## src/rtl/alarm_siren_scheduler.sv

```systemverilog
// rtl/alarm_siren_scheduler.sv - shares one siren between fire, burglar and rain hazards
//
// Latches hazard events, serves the highest-priority pending one (fire > burglar > rain)
// with a repeating ON_CYCLES-high / OFF_CYCLES-low siren pattern until acknowledged.
// A higher-priority event preempts the current one; the preempted event stays pending.
//
// Optional feature macro: ALARM_TIMEOUT_EN - when defined, a served hazard that is not
// acknowledged within TIMEOUT_CYCLES cycles is auto-cleared and the sticky timeout flag set.
//
// Ports:
//   clk        in   system clock, rising edge
//   reset      in   synchronous active-high reset
//   fire       in   level fire flag
//   burglar    in   level burglar flag
//   rain       in   level rain flag
//   ack        in   user acknowledge (pulse or level)
//   siren      out  registered siren drive
//   active_src out  served hazard: 00 none, 01 rain, 10 burglar, 11 fire
//   pending    out  latched events {fire, burglar, rain}
//   busy       out  high while a hazard is being served
//   timeout    out  sticky auto-clear flag (constant 0 without ALARM_TIMEOUT_EN)

module alarm_siren_scheduler #(
    parameter int ON_CYCLES      = 4,
    parameter int OFF_CYCLES     = 2,
    parameter int CNT_W          = 8,
    parameter int TIMEOUT_CYCLES = 64
) (
    input  logic       clk,
    input  logic       reset,
    input  logic       fire,
    input  logic       burglar,
    input  logic       rain,
    input  logic       ack,
    output logic       siren,
    output logic [1:0] active_src,
    output logic [2:0] pending,
    output logic       busy,
    output logic       timeout
);

    localparam logic [1:0] S_IDLE = 2'd0;
    localparam logic [1:0] S_ON   = 2'd1;
    localparam logic [1:0] S_OFF  = 2'd2;

    localparam logic [CNT_W-1:0] ON_RELOAD  = CNT_W'(ON_CYCLES - 1);
    localparam logic [CNT_W-1:0] OFF_RELOAD = CNT_W'(OFF_CYCLES - 1);

    logic [1:0]       state_q, state_d;
    logic [CNT_W-1:0] cnt_q, cnt_d;
    logic [1:0]       src_q, src_d;
    logic [2:0]       pend_q, pend_d;
    logic             siren_q, siren_d;

    logic [1:0]       hp_src;
    logic             serving;
    logic             auto_ack;
    logic             ack_take;
    logic             preempt;
    logic [2:0]       clr_mask;

    always_comb begin
        if (pend_q[2])      hp_src = 2'd3;
        else if (pend_q[1]) hp_src = 2'd2;
        else if (pend_q[0]) hp_src = 2'd1;
        else                hp_src = 2'd0;
    end

    assign serving  = (state_q != S_IDLE);
    // Ack only means something while a hazard is served; in IDLE it is dropped.
    assign ack_take = serving && (ack || auto_ack);
    assign preempt  = serving && (hp_src > src_q);

    always_comb begin
        clr_mask = 3'b000;
        if (ack_take) begin
            case (src_q)
                2'd1:    clr_mask = 3'b001;
                2'd2:    clr_mask = 3'b010;
                2'd3:    clr_mask = 3'b100;
                default: clr_mask = 3'b000;
            endcase
        end
    end

    // OR-ing the live flags after the clear makes a still-high flag win over its ack.
    assign pend_d = (pend_q & ~clr_mask) | {fire, burglar, rain};

    always_comb begin
        state_d = state_q;
        cnt_d   = cnt_q;
        src_d   = src_q;
        case (state_q)
            S_IDLE: begin
                if (pend_q != 3'b000) begin
                    state_d = S_ON;
                    src_d   = hp_src;
                    cnt_d   = ON_RELOAD;
                end
            end
            S_ON, S_OFF: begin
                if (ack_take) begin
                    // Ack beats preemption; the higher source is granted from IDLE next.
                    state_d = S_IDLE;
                    src_d   = 2'd0;
                end else if (preempt) begin
                    state_d = S_ON;
                    src_d   = hp_src;
                    cnt_d   = ON_RELOAD;
                end else if (cnt_q == '0) begin
                    state_d = (state_q == S_ON) ? S_OFF : S_ON;
                    cnt_d   = (state_q == S_ON) ? OFF_RELOAD : ON_RELOAD;
                end else begin
                    cnt_d = cnt_q - 1'b1;
                end
            end
            default: begin
                state_d = S_IDLE;
                src_d   = 2'd0;
            end
        endcase
    end

    assign siren_d = (state_d == S_ON);

    always_ff @(posedge clk) begin
        if (reset) begin
            state_q <= S_IDLE;
            cnt_q   <= '0;
            src_q   <= 2'd0;
            pend_q  <= 3'b000;
            siren_q <= 1'b0;
        end else begin
            state_q <= state_d;
            cnt_q   <= cnt_d;
            src_q   <= src_d;
            pend_q  <= pend_d;
            siren_q <= siren_d;
        end
    end

`ifdef ALARM_TIMEOUT_EN
    localparam int TW = $clog2(TIMEOUT_CYCLES + 1);

    logic [TW-1:0] tmo_q, tmo_d;
    logic          timeout_q, timeout_d;

    // Counts served cycles since the last grant, preemption or ack.
    assign auto_ack  = serving && (tmo_q == TW'(TIMEOUT_CYCLES - 1));
    assign tmo_d     = (!serving || ack_take || preempt) ? '0 : tmo_q + 1'b1;
    assign timeout_d = timeout_q | auto_ack;

    always_ff @(posedge clk) begin
        if (reset) begin
            tmo_q     <= '0;
            timeout_q <= 1'b0;
        end else begin
            tmo_q     <= tmo_d;
            timeout_q <= timeout_d;
        end
    end

    assign timeout = timeout_q;
`else
    logic unused_timeout_cfg;

    assign auto_ack           = 1'b0;
    assign timeout            = 1'b0;
    assign unused_timeout_cfg = ^32'(TIMEOUT_CYCLES);
`endif

    assign siren      = siren_q;
    assign active_src = src_q;
    assign pending    = pend_q;
    assign busy       = serving;

endmodule

```

## config.mk

```make
export PLATFORM = sky130hd
export DESIGN_NAME = alarm_siren_scheduler
export DESIGN_NICKNAME = d
export VERILOG_FILES = /design/src/rtl/alarm_siren_scheduler.sv
export SDC_FILE = /design/constraint.sdc
export NUM_CORES = 1
export LEC_CHECK = 0
export CAP_MARGIN = 20
export CORE_UTILIZATION = 51
export DETAILED_ROUTE_END_ITERATION = 8
export GPL_TIMING_DRIVEN = 0
export PLACE_DENSITY = 0.8
export SETUP_SLACK_MARGIN = 0.15
export SYNTH_ARGS = -nofsm -noshare
export SYNTH_HDL_FRONTEND = slang
export SYNTH_SLANG_ARGS = --single-unit
```

## constraint.sdc

```tcl
create_clock -name clk -period 2.8 [get_ports clk]
set_clock_uncertainty 0.15 [all_clocks]
set_input_delay 0.56 -clock clk [delete_from_list [all_inputs] [get_ports clk]]
set_output_delay 0.56 -clock clk [all_outputs]
set_load 0.02 [all_outputs]
```

== Word level (Yosys, flattened, before mapping) ==
Index checks and enable logic that the tools add are counted.

* Flip-flop bits (word level): 16
* Input bits: 6
* Output and inout bits: 8
* Word-level logic and storage cells: 50

* Add/sub/neg operators: 1
* $lt $le $gt $ge: 1
* Eq/ne operators: 9
* Mux-type cells: 21
* Bitwise gates (word level): 3
* Reductions and logical operators: 10

{| class="wikitable"
|+ Operators by type and width
! cell !! count
|-
| 2-to-1 mux 8 bit || 4
|-
| 2-to-1 mux 2 bit || 11
|-
| case mux 8 bit (2 select lines) || 1
|-
| case mux 3 bit (3 select lines) || 1
|-
| logical NOT 8 bit || 1
|-
| case mux 2 bit (2 select lines) || 2
|-
| subtractor 8 x 1 -> 8 bit, second input constant || 1
|-
| equality test 2 x 1 -> 1 bit, second input constant || 3
|-
| equality test 2 bit, second input constant || 3
|-
| inequality test 2 bit, second input constant || 2
|-
| nonzero test 2 bit || 2
|-
| AND 3 bit || 1
|-
| 2-to-1 mux 3 bit || 1
|-
| inequality test 3 bit, second input constant || 1
|-
| inverter 3 bit || 1
|-
| OR 3 bit || 1
|-
| AND reduction 3 bit || 1
|-
| nonzero test 3 bit || 1
|-
| greater-than comparator 2 bit || 1
|-
| logical AND 1 bit || 2
|-
| logical NOT 2 bit || 1
|-
| AND reduction 2 bit || 1
|-
| OR reduction 2 bit || 1
|-
| 2-to-1 mux 1 bit || 1
|}

== Longest topological paths before layout ==
Gate-level depths: netlist (run 1).

* Word-level depth: 9
* Depth in mapped cells: 8
* Depth with buffers taken out: 8

== Worst setup path after synthesis (run 1) ==
No wires, ideal clock.

* Kind: flip-flop to flip-flop
* From: register pend_q[1] (netlist: pending[1])
* To: register cnt_q[4]
* Setup time: 0.066 ns
* Arrival: 1.929 ns
* Required time: 2.584 ns
* Setup slack: 0.655 ns
* Cell stages (with the launch flop): 8
* Buffers on the path: 0
* Period minus slack after synthesis: 2.145 ns
* Cell sequence: dfxtp_1 or2_2 ha_1 nor2b_1 o21ai_0 nand3_1 a21o_2 a21oi_2

* Longest elaborated chain between the ends: 7
* Elaborated cells between the ends (all ways): 10
* Those cells by class: 1 x order compare; 1 x eq/ne; 5 x mux; 3 x reduce/logical

{| class="wikitable"
|+ RTL lines
! item !! RTL line !! RTL
|-
| start, declared || 52 || <nowiki>logic [2:0] pend_q, pend_d;</nowiki>
|-
| start signal, assigned || 137 || <nowiki>pend_q <= pend_d;</nowiki>
|-
| 2-to-1 mux 2 bit || 64 || <nowiki>else if (pend_q[1]) hp_src = 2'd2;</nowiki>
|-
| 2-to-1 mux 2 bit || 63 || <nowiki>if (pend_q[2]) hp_src = 2'd3;</nowiki>
|-
| greater-than comparator 2 bit || 72 || <nowiki>assign preempt = serving && (hp_src > src_q);</nowiki>
|-
| logical AND 1 bit || 72 ||
|-
| 2-to-1 mux 8 bit || 106 || <nowiki>end else if (preempt) begin</nowiki>
|-
| 2-to-1 mux 8 bit || 102 || <nowiki>if (ack_take) begin</nowiki>
|-
| case mux 8 bit (2 select lines) || 93 || <nowiki>case (state_q)</nowiki>
|-
| end signal, assigned || 135 || <nowiki>cnt_q <= cnt_d;</nowiki>
|-
| end, declared || 50 || <nowiki>logic [CNT_W-1:0] cnt_q, cnt_d;</nowiki>
|}

Parallel ways exist; a longest one is shown, timed or not. The select of a mux whose other input is x is not followed.
A chain may end at the register's enable or synchronous reset.

== Worst setup path in the final report (run 1) ==
* From: register state_q[1]
* To: output busy

* Longest elaborated chain between the ends: 1

{| class="wikitable"
|+ RTL lines
! item !! RTL line !! RTL
|-
| start, declared || 49 || <nowiki>logic [1:0] state_q, state_d;</nowiki>
|-
| start signal, assigned || 134 || <nowiki>state_q <= state_d;</nowiki>
|-
| nonzero test 2 bit || 69 || <nowiki>assign serving = (state_q != S_IDLE);</nowiki>
|-
| end, declared || 38 || <nowiki>output logic busy,</nowiki>
|}

Every way passes these cells.

==> results of run 1 <==
==> kinds of logic (layout without fill, tap and decap cells) <==
| kind of cell | after synthesis | in the layout | share of synthesized area [%] |
|---|---|---|---|
| other cells | 1 | 1 | 0.416 |
| buf+inv | 10 | 25 | 4.58 |
| flops | 16 | 16 | 35.6 |
| simple gates | 47 | 47 | 26.8 |
| compound gates | 18 | 18 | 13.3 |
| xor+xnor | 5 | 5 | 4.86 |
| fa+ha+maj | 7 | 7 | 9.72 |
| mux | 3 | 3 | 4.72 |
==> flip-flops by register name (all words and copies together), names as in the netlist <==
| register | flops |
|---|---|
| pending | 3 |
| cnt_q | 8 |
| state_q | 2 |
| siren | 1 |
| active_src | 2 |
==> worst paths after layout <==
check	from	to
setup / recovery	state_q[1]	busy
hold / removal	cnt_q[1]	cnt_q[1]
setup reg to reg	pending[1]	cnt_q[4]
hold reg to reg	cnt_q[1]	cnt_q[1]
==> worst reg2reg max path, delay by kind of cell, from the launching register on <==
family / cells / cell delay [ns]
AO/OA/AOI/OAI: 3 / 0.86
adder cells (fa/ha/maj): 1 / 0.30
flip-flops: 1 / 0.35
AND/OR/NAND/NOR: 3 / 0.65
==> cell type report <==
type,count,share of cell area (%)
clock buffers,4,3.40
inverters,8,2.81
repair buffers,11,10.3
well taps,16,1.88
flip-flops and latches,16,30.0
multi-input cells,81,50.5
plain buffers,2,1.06
==> layout by cell type, fill, tap and decap left out, drive strengths merged, types with 6 or more instances in the layout <==
master	netlist	final
nand2	6	6
dfxtp	16	16
clkdlybuf4s50	0	11
nor2	18	18
a21oi	8	8
ha	7	7
nor3	6	6
inv	8	8
nand3	6	6
==> power breakdown <==
part           total (mW)  internal (mW)  switching (mW)
logic               0.673          0.299           0.375
registers           0.379          0.301          0.0775
clock network       0.159         0.0793          0.0797
total                1.21          0.679           0.532
==> layer usage <==
metal / track usage (%) / part of all wire, %
met1: 26.4 / 48
met2: 35.6 / 46
met3: 3.67 / 4.0
met4: 7.27 / 1.2
met5: 0 / 0
==> through the flow <==
stage / power (mW) / utilization [%]
floorplan: 0.878 / -
global placement: 1.02 / 65.4
detailed placement: 1.04 / 65.4
CTS: 1.20 / 67.7
global route: 1.30 / 67.7
finish: 1.21 / 67.7
==> impl_metrics.json, run 1 <==
{
  "yosysTopAreaCellShare_pct": 35.6,
  "io_pins": 14,
  "clockBufferDepth": 2,
  "grt_pass1_wl_microns": 3000,
  "clock_sinks": 16,
  "cp_num_buf_inv": 3,
  "grt_max_degree": 10,
  "dr.pass1.iters": 4,
  "antenna_found_initial": 0,
  "cts_root_buffer": "clkbuf_4",
  "yosysWarnings": 0,
  "die_area_sq_um": 1940,
  "cp_max_fo": 5,
  "dpl.cell_count": 134,
  "syn_avg_cell_area_sq_um": 8.42,
  "syn_to_final_growth_pct": 18.5,
  "fin_ws_ns": 0.323,
  "final-instance-count-excl-fill": 138,
  "async_flop_share_pct": 0,
  "tightest_slew_ns": 0.541,
  "coreArea_sq_um": 1580,
  "numCtsBuffers": 3,
  "synth.most_common_cell": "nor2_1",
  "vias": 776,
  "hold_viol": 0,
  "arrival_ns": 1.77,
  "cp-start-kind": "register",
  "max_stage_delay_ns": 0.62,
  "die_h_microns": 44.0,
  "port_buffers": 11,
  "cp.depth": 4,
  "synth_edf_count": 0,
  "rsz0062_at_grt": "no",
  "via_per_inst": 5.62,
  "grt_pass1_vias": 729,
  "period_minus_slack_ns": 2.48,
  "htree_levels": 1,
  "cp-end-kind": "output pin",
  "die-width_microns": 44.0,
  "diodes": 0,
  "fillers": 137,
  "max-slew-margin-rel_pct": 63.5,
  "yosysUniqueCellTypes": 34,
  "status": "finished clean",
  "yosysTopAreaCell": "dfxtp_1",
  "regArea_sq_um": 320,
  "finalSetupViolations": 0,
  "synth.top_cells.by_count": "18 x nor2_1, 16 x dfxtp_1, 7 x a21oi_1, 7 x ha_1, 7 x inv_1",
  "ys_seq_area_share_pct": 35.6,
  "synth_fp_nets": 120,
  "num_rows": 14,
  "slowest_stage": "clkdlybuf4s50_1",
  "maxSlewViolCount": 0,
  "clkTransAtPathRegs_ns": 0.10,
  "r2r_setup_slack_ns": 0.44,
  "drcViolationCount": 0,
  "cts-resized-gates": 0,
  "wl_per_cell_microns": 13.0,
  "fmax_mhz": 404,
  "grt_overflow": 0,
  "fin_area_sq_um": 1070,
  "cp_cell_sequence": "inv_1, ha_1, inv_2, clkdlybuf4s50_1",
  "worst_ep_required_time_ns": 2.09,
  "nets": 136,
  "p_per_area_nw_per_um2": 1130,
  "cts_tree": "done",
  "leakagePower_nw": 0.462,
  "routed_wl_microns": 1790,
  "grt_util_all_layers_pct": 20.9,
  "crit_family": "buffers and inverters",
  "placed_area_sq_um": 1030,
  "tns_ns": 0,
  "synth_seq_cells": 16,
  "peakVddDrop_mv": 0.849,
  "syn_inst": 107,
  "syn-cell-area_sq_um": 901,
  "fin_crit_sh_pct": 88.5,
  "initial_core_util_pct": 57.1,
  "drt_iter0_drc": 5,
  "pre_cts_slack_ns": 0.437,
  "holdPathStages": 2,
  "ant_nets": 0,
  "reg2regPathDepth": 7,
  "hold_class": "reg2reg",
  "hold_buffers": 0,
  "cap_violations": 0,
  "multi_input_area_sq_um": 539,
  "hold_ws_ns": 0.379,
  "dp.final_hpwl_microns": 1320,
  "ys_top_cells_by_area": "dfxtp_1 36%, ha_1 9.7%, nor2_1 7.5%",
  "worstSetupPathType": "reg2out",
  "insertion_delay_ns": 0.29,
  "cts_setup_buffers": 0,
  "drive_gt1_share_pct": 12.3,
  "synth-main-ff-cell": "dfxtp_1",
  "place.gp.congestion": 0.776
}
No activity file was read; power rests on OpenSTA's default activity.
==> run 2, diff against run 1 <==
Settings changed: SLEW_MARGIN from default to 20.
==> results of run 2 <==
The final DEF is identical to that of run 1; final timing and power are the same.
==> RTL change: new RTL, flow settings as in run 2 <==
The parameter `CNT_W` goes from 8 to 6.
--- a/src/rtl/alarm_siren_scheduler.sv
+++ b/src/rtl/alarm_siren_scheduler.sv
@@ -23,7 +23,7 @@
 module alarm_siren_scheduler #(
     parameter int ON_CYCLES      = 4,
     parameter int OFF_CYCLES     = 2,
-    parameter int CNT_W          = 8,
+    parameter int CNT_W          = 6,
     parameter int TIMEOUT_CYCLES = 64
 ) (
     input  logic       clk,
Check against the original RTL: no difference found for any inputs over 10 cycles, from zero or initial values and one cycle with reset high; that may be too few to reach the edited logic, so the function may still have changed.
==> RTL change against run 2 <==
  * Combinational power down 14%
  * Cell area fell by 6.9%
  * Total power down 13%
  * Non-clock buffer count unchanged
  * Sequential cell count decreased by 2
  * Worst setup slack lost 0.0055 ns
  * Clock power down 7%
  * Synthesized area is 8.2% lower
  * Routed wire length fell by 9.5%
==> RTL change: results (changes against run 2) <==
sequential area share after synthesis 0.339 (was 0.356); post-DP HPWL 1.23 mm (was 1.32 mm); Clk pin slew, worst setup/hold paths 0.09 ns; root buf cell clkbuf_4 (unchanged); diode count 0 (unchanged); antenna violations before repair 0 (unchanged); slew of the pin with the lowest slew margin 0.604 ns (was 0.541 ns); FFs w/ async S/R, synth 0 (unchanged); Max VDD drop 0.660 mV (was 0.849 mV); Vias 726 (was 776); Syn Nets 109 (was 120); Fill cells 130 (was 137); DRT iter0 DRCs 23 (was 5); worst skew pair latency approximately 0.28 ns; number of distinct library cells after synthesis 40 (was 34); htree depth 1 (unchanged); Via density 5.72 (was 5.62); CP arrival 1.77 ns (about the same); placed cell areas 957 µm² (was 1030 µm²); pin count of the biggest net entering global routing 9 (was 10); setup bufs post-CTS 0 (unchanged); Antenna Nets Post-Route 0 (unchanged); gpl congestion 0.807 (was 0.776); Top Metal Used met4 (unchanged); met3 wire len 75 µm (was 71 µm); WL/cell 12.8 µm (was 13.0 µm); first-pass GRT wire length 2.67 mm (was 3.00 mm); Synth warnings 0 (unchanged); placed cell count 123 (was 134); cts repair resizes 0 (unchanged); fin nets 125 (was 136); Synth Area per Inst 8.62 µm² (was 8.42 µm²); total iterations of the first detailed-routing run 4 (unchanged); crit path max fanout 6 (was 5); register bit total from synthesis 14 (was 16); leakage 0.433 nW (was 0.462 nW); max reg flops 6 (was 8); clk buf depth 2 (unchanged); M1 wire length 699 µm (was 867 µm); GRT Util Overall 0.201 (was 0.209); count of input and output buffers 11 (unchanged); Biggest register cnt_q (unchanged); worst min path class reg2reg (unchanged); layout cells sized above 1 0.153 (was 0.123); met2 routed wirelength 824 µm (was 829 µm); synth cell count leaders 14 x dfxtp_1, 11 x nor2_1, 10 x nand2_1, 7 x ha_1, 7 x inv_1 (was 18 x nor2_1, 16 x dfxtp_1, 7 x a21oi_1, 7 x ha_1, 7 x inv_1); vias in the first global route 628 (was 729); CTS buffer count 3 (unchanged); status finished clean (unchanged); top cells by area, synth dfxtp_1 34%, ha_1 11%, nor2_1 5.0%, nand2_1 4.5%, a21oi_1 3.6% (was dfxtp_1 36%, ha_1 9.7%, nor2_1 7.5%, xor2_1 4.9%, a21oi_1 3.9%)
[RTL change: cell count changes after synthesis, sizes merged, moves of 4 or more]
cell / run 2 / this run
nor3: 6 / 1
nand2: 6 / 10
nor2: 18 / 11
nand3: 6 / 2
[RTL change: layer usage]
metal  track usage  vias to the layer above
met4        0.0938                        0
li1              -                      367
met2         0.354                       20
met3        0.0647                        2
met1         0.216                      337
met5             0                        -
[RTL change: worst max-delay path: stages, from the launching register on]
cell,delay (ns)
dfxtp_1,0.39
inv_1,0.08
ha_1,0.28
inv_2,0.13
clkdlybuf4s50_1,0.61
[RTL change: area by class of cell]
class / count / area, µm² / share of cell area
sequential: 14 / 280 / 0.282
clock buffer: 4 / 36.3 / 0.0365
multi-input combinational: 72 / 498 / 0.501
tap: 16 / 20.0 / 0.0202
inverter: 8 / 30.0 / 0.0302
timing repair buffer: 11 / 110 / 0.111
buffer: 2 / 18.8 / 0.0189
[RTL change: kinds of logic after synthesis]
family	synth area share
fa+ha+maj	0.106
xor+xnor	0.0318
other cells	0.00453
simple gates	0.236
flops	0.339
mux	0.0257
compound gates	0.198
buf+inv	0.0590
[RTL change: per-stage QoR]
stage | setup WS (ns) | utilization
final | 0.317 | 0.659
after global routing | 0.205 | 0.659
after CTS | 0.322 | 0.659
after detailed placement | 0.284 | 0.635
after global placement | 0.318 | 0.635
after floorplan | 0.517 | -
[RTL change: power breakdown]
| group | switching, mW | total, mW | internal [mW] |
|---|---|---|---|
| combinational | 0.303 | 0.577 | 0.274 |
| sequential | 0.0611 | 0.326 | 0.264 |
| clock | 0.0689 | 0.148 | 0.0792 |
[RTL change: worst paths after layout]
kind	startpoint	to	slack, ns	cells past startpoint
setup / recovery	state_q[0]	busy	0.32	4
hold / removal	cnt_q[0]	cnt_q[0]	0.34	1
setup reg to reg	pending[2]	state_q[1]	0.32	7
hold reg to reg	cnt_q[0]	cnt_q[0]	0.34	1
